<file path="config.mk">
export PLATFORM = sky130hd
export DESIGN_NAME = pipelined_shifter
export DESIGN_NICKNAME = d
export VERILOG_FILES = /design/src/rtl/pipelined_shifter.sv
export SDC_FILE = /design/constraint.sdc
export NUM_CORES = 1
export LEC_CHECK = 0
export ABC_AREA = 0
export ABC_CLOCK_PERIOD_IN_PS = 6700
export CAP_MARGIN = 10
export CORE_AREA = 4 4 163 165
export CTS_CLUSTER_DIAMETER = 30
export DETAILED_ROUTE_END_ITERATION = 12
export DIE_AREA = 0 0 167 169
export PLACE_DENSITY = 0.7
export SLEW_MARGIN = 20
export SYNTH_ARGS = -nofsm -noshare
export SYNTH_HDL_FRONTEND = slang
export SYNTH_SLANG_ARGS = --single-unit
</file>
<file path="constraint.sdc">
create_clock -name clock -period 6.7 [get_ports clock]
set_clock_uncertainty 0.2 [all_clocks]
set_input_delay 1.005 -clock clock [delete_from_list [all_inputs] [get_ports clock]]
set_output_delay 1.005 -clock clock [all_outputs]
set_load 0.05 [all_outputs]
</file>
<file path="src/rtl/pipelined_shifter.sv">
// Pipelined barrel shifter: one log2 shift step per stage, SLL/SRL/SRA/ROL.
// Valid/ready handshake with a global stall, synchronous flush and a pass-through tag.
module pipelined_shifter #(
    parameter int WIDTH = 32,
    parameter int SHW   = 5,
    parameter int TAG_W = 5
) (
    input  logic             clock,
    input  logic             reset_n,
    input  logic             flush,
    input  logic             in_valid,
    output logic             in_ready,
    input  logic [WIDTH-1:0] in_data,
    input  logic [SHW-1:0]   in_shamt,
    input  logic [1:0]       in_mode,
    input  logic [TAG_W-1:0] in_tag,
    output logic             out_valid,
    input  logic             out_ready,
    output logic [WIDTH-1:0] out_data,
    output logic [TAG_W-1:0] out_tag
);

    typedef struct packed {
        logic             v;
        logic [WIDTH-1:0] d;
        logic [SHW-1:0]   a;
        logic [1:0]       m;
        logic             s;
        logic [TAG_W-1:0] t;
    } stage_t;

    function automatic logic [WIDTH-1:0] shift_step(
        input logic [WIDTH-1:0] d,
        input int               n,
        input logic [1:0]       m,
        input logic             s
    );
        logic [2*WIDTH-1:0] ext;
        logic [WIDTH-1:0]   r;
        ext = {{WIDTH{s}}, d} >> n;
        r   = '0;
        unique case (m)
            2'b00:   r = d << n;
            2'b01:   r = d >> n;
            2'b10:   r = ext[WIDTH-1:0];
            default: r = (d << n) | (d >> (WIDTH - n));
        endcase
        return r;
    endfunction

    stage_t head;
    stage_t pipe [SHW];
    logic   stall;

    assign stall     = pipe[SHW-1].v && !out_ready;
    assign in_ready  = !stall;
    assign out_valid = pipe[SHW-1].v;
    assign out_data  = pipe[SHW-1].d;
    assign out_tag   = pipe[SHW-1].t;

    // Sign is captured once at entry so SRA fill survives later stages.
    always_comb begin
        head   = '0;
        head.v = in_valid;
        head.d = in_data;
        head.a = in_shamt;
        head.m = in_mode;
        head.s = in_data[WIDTH-1];
        head.t = in_tag;
    end

    for (genvar k = 0; k < SHW; k++) begin : g_st
        localparam int B = SHW - 1 - k;
        localparam int N = 2 ** B;
        stage_t prv;

        if (k == 0) begin : g_first
            assign prv = head;
        end else begin : g_next
            assign prv = pipe[k-1];
        end

        always_ff @(posedge clock) begin
            if (!reset_n) begin
                pipe[k] <= '0;
            end else if (flush) begin
                pipe[k].v <= 1'b0;
            end else if (!stall) begin
                pipe[k] <= prv;
                if (prv.a[B])
                    pipe[k].d <= shift_step(prv.d, N, prv.m, prv.s);
            end
        end
    end

endmodule

</file>
---- Word level (Yosys, flattened, before mapping) ----
Memory sizes are Yosys's and may differ from the RTL's.
Index checks and enable logic that the tools add are counted.
operators by class
  equal/unequal tests ..................... 10
  muxes and demuxes ....................... 78
  bitwise gates (word level) .............. 25
  reductions and logical operators ........ 8
operators by type and width
  cell                                            number
  2-to-1 mux 32 bit                               25
  case mux 32 bit (3 select lines)                5
  2-to-1 mux 45 bit                               5
  2-to-1 mux 1 bit                                43
  bitwise OR 32 x 1 -> 32 bit                     1
  bitwise OR 32 x 16 -> 32 bit                    1
  bitwise OR 32 x 2 -> 32 bit                     1
  bitwise OR 32 x 4 -> 32 bit                     1
  bitwise OR 32 x 8 -> 32 bit                     1
  bitwise OR 1 bit                                20
  == test 2 x 1 -> 1 bit (second input constant)  5
  == test 2 bit (second input constant)           5
  logical NOT 2 bit                               5
  logical NOT 1 bit                               2
  logical AND 1 bit                               1
word-level totals
  register bits after elaboration ......... 0
  RAM bits ................................ 230
  bits of input ports ..................... 49
  output and inout bits ................... 39
  word-level logic and storage cells ...... 122
  memories kept ........................... 1
memories
  name  words  bits a word  read ports  clocked after Yosys merged registers in  write ports  line  RTL
  pipe  5      46           5           0                                        5            52    stage_t pipe [SHW];

---- Logic depth before layout (Yosys ltp) ----
  word-level depth ........................ 8
  gate-level depth with buffers ........... 8
  gate-level depth less buffers ........... 4

---- Worst setup path before layout ----
No wires, ideal clock.
  kind .................................... in2reg
  start ................................... input out_ready
  end ..................................... memory pipe[0][0] in the netlist's numbering, enable pin
  library setup time ...................... 0.517 ns
  arrival time ............................ 4.520 ns
  data required time ...................... 5.983 ns
  path slack .............................. 1.463 ns
  cell stages on the path ................. 3
  path buffers ............................ 1
  path through ............................ nor2b_1 > buf_2 > o21ai_0
RTL lines
  element          line  RTL
  start, declared  18    input logic out_ready,
  end, declared    52

---- Worst setup path in the final report ----
  start ................................... input out_ready
  end ..................................... output in_ready
between the ends
  word-level cells in the longest chain between the ends .. 3
RTL lines
  element            line  RTL
  logical NOT 1 bit  55    assign stall = pipe[SHW-1].v && !out_ready;
  logical AND 1 bit  55
  logical NOT 1 bit  -
  end, declared      12    output logic in_ready,
No other way between the ends.

==> flow_summary.toml <==
[outcome]
outcome = "finished, final reports clean"

[routing]
totalWireLength_mm = 18.36
vias = 6600
route.detailed.drc = 0
firstDrtPassIters = 5
drt-vias-per-instance = 5.136
wl_per_cell_um = 14.29
antenna_left = 0
dr.first_iter.drc_count = 535

[floorplanning]
die_height_um = 169
die_w_um = 167
initial_core_util_pct = 41.61
row_count = 58
core_area_sq_mm = 0.02504
pin_count = 88
dieArea_sq_mm = 0.02822

[placement]
hpwl_mm = 12.55
dpl.cell_count = 1219
io_buffer_count = 87
globalplace.congestion = 0.8467

[synth]
ys_top_cells_by_area = "edfxtp_1 (61%), mux2i_1 (7.9%), a211oi_1 (6.9%), nor2_1 (5.9%), and2_1 (2.9%)"
muxShareOfSynthArea_pct = 7.986
synth_fa_ha_area_share_pct = 0
syn_nets = 908
synthSimpleGateAreaFrac_pct = 12.50
synthArstFlopShare_pct = 0
synth_commonest_cells = "edfxtp_1 (212), nor2_1 (163), a211oi_1 (96)"
yosysTopAreaCell = "edfxtp_1"
syn_inst = 859
yosysMostFrequentCell = "edfxtp_1"
synth-xor-area-share_pct = 0.9127
synth_cell_types = 37
yosysSeqAreaShare_pct = 61.10
yosysWarnings = 0
synth-main-ff-cell = "edfxtp_1"
syn_area_per_cell_sq_um = 12.13
netlist_area_sq_mm = 0.01042
synth.ff_latch_count = 212
synth_compound_area_share_pct = 13.53
synthDominantCellAreaShare_pct = 61.10
synth_top_family_by_area = "compound AO/OA/AOI/OAI gates"
synth_edf_count = 212

[min_path]
min_path_type = "flop to flop"
hold_depth = 1

[cells_and_area]
nFillCells = 2136
drive_above_1_share_pct = 11.41
syn_to_final_growth_pct = 22.02
top_register = "pipe"
fin_nets = 977
diodes = 0
fin_cells = 1285
reg.largest.list = "pipe x212"
largest_register_ffs = 212

[power_and_ir_drop]
powerDensity_mw_per_mm2 = 301.4
p_total_mw = 3.832
leakage_nw = 4.715
ir_drop_v = 0.0001647

[sta]
setup-violations-final = 0
fin_crit_sh_pct = 62.53
fin_setup_tns_ps = 0
max_freq_mhz = 238.7
worst_pin_slew_ps = 1078
max_slew_margin_pct = 28.14
finalCriticalPeriod_ps = 4189
hold_viol_final = 0
timing.hold.ws_ps = 310.6
grt_setup_unrepaired = "no"
slew_violations = 0

[setup_path]
worstPathArrival_ps = 2980
rrSetupSlack_ps = 3780
worstPathRequired_ps = 5490
path_class = "input pin to output port"
reg2reg_from = "pipe[4][45]$_SDFFCE_PN0P_"
endpoint_kind = "output port"
cp_max_fo = 9
start_kind = "input pin"
crit_end = "in_ready"
worstSetupStartpoint = "out_ready"
r2r_end = "pipe[4][14]$_SDFFCE_PN0P_"
worstRegToRegCells = 5

[global_routing]
grt_usage_pct = 12.73
grt_max_degree = 68
grt_pass1_vias = 6051
antenna_found_initial = 0
grt_pass1_wl_mm = 30.35
grt_overflow = 0

[clocking]
cts_tree = "yes"
clk_latency_ps = 500
postCtsSetupRepairBufs = 0
root_buffer = "clkbuf_16"
ctsHoldBuffers = 0
clkTransAtPathRegs_ps = 50
cts_sinks = 212
cts_max_level = 2
numCtsBuffers = 37
ctsResizeCount = 0
clock_path_buffers = 3

[flow_run]
maxCapViolations = 0
how the worst min path moves through the flow:
stage / startpoint / to / slack (ps)
global route: pipe[0][3]$_SDFFCE_PN0P_ / pipe[1][3]$_SDFFCE_PN0P_ / 320
CTS: pipe[0][3]$_SDFFCE_PN0P_ / pipe[1][3]$_SDFFCE_PN0P_ / 310
global placement: pipe[0][9]$_SDFFCE_PN0P_ / pipe[1][9]$_SDFFCE_PN0P_ / 300
floorplan: pipe[0][0]$_SDFFCE_PN0P_ / pipe[1][0]$_SDFFCE_PN0P_ / 300
detailed placement: pipe[0][3]$_SDFFCE_PN0P_ / pipe[1][3]$_SDFFCE_PN0P_ / 300
finish: pipe[1][9]$_SDFFCE_PN0P_ / pipe[2][9]$_SDFFCE_PN0P_ / 310
placed cells by master, fill, tap and decap left out, drive strengths merged:
master         instances
xor2                   2
bufinv                 3
nand2                 65
clkdlybuf4s50         87
clkinv                14
nor3                   8
clkinvlp               5
a22oi                 17
inv                   12
nand3                 11
and2                  50
o21ai                  7
nor2b                  2
a31oi                  3
a221oi                 8
a311oi                23
mux2i                 82
o21a                   1
mux2                   1
a21oi                  2
nand2b                 3
a211oi               112
nor2                 163
xnor2                  5
edfxtp               212
clkbuf                41
and3                   1
buf                   15
layout make-up:
class,instances,area (sq um),area share [%]
well taps,330,412.9,3.248
clock inverters,25,260.3,2.047
repair buffers,102,983.4,7.735
flip-flops and latches,212,6366,50.07
inverters,9,33.78,0.2657
clock buffers,41,940.9,7.401
multi-input cells,566,3716,29.23
cells by family (layout without fill, tap and decap cells):
family / Yosys count / count (layout)
compound gates: 173 / 173
xor+xnor: 7 / 7
buf+inv: 81 / 177
flops: 212 / 212
mux: 83 / 83
simple gates: 303 / 303
critical path, cell delays in order:
cell	delay (ps)
clkdlybuf4s50_1	400
nor2b_1	690
inv_2	150
clkdlybuf4s50_1	740
power by group:
part           internal (mW)  switching [mW]  total (mW)
clock                   1.14           0.612        1.75
sequential              1.57          0.0655        1.64
combinational          0.169           0.269       0.439
routing by layer:
metal  track usage (%)  vias to the layer above  part of all wire (%)  routed length (um)
met5                 0                        -                     0                   0
met4             3.842                        0                   1.7                 306
met3             2.779                       30                   5.1                 940
met2             21.05                      169                    47                8653
met1             16.96                     3027                    46                8464
li1                  -                     3374                     -                   -
stage by stage:
| step | setup slack (ps) | cell area [sq um] | util, % |
|---|---|---|---|
| 5_1_grt | 2443 | 12710 | 50.78 |
| 3_3_place_gp | 2568 | 11490 | 45.91 |
| 4_1_cts | 2515 | 12690 | 50.70 |
| 6_report | 2511 | 12710 | 50.78 |
| 3_5_place_dp | 2519 | 11490 | 45.91 |
| 2_1_floorplan | 1463 | 10420 | - |
Note: power is estimated with default switching activity, not from simulation.
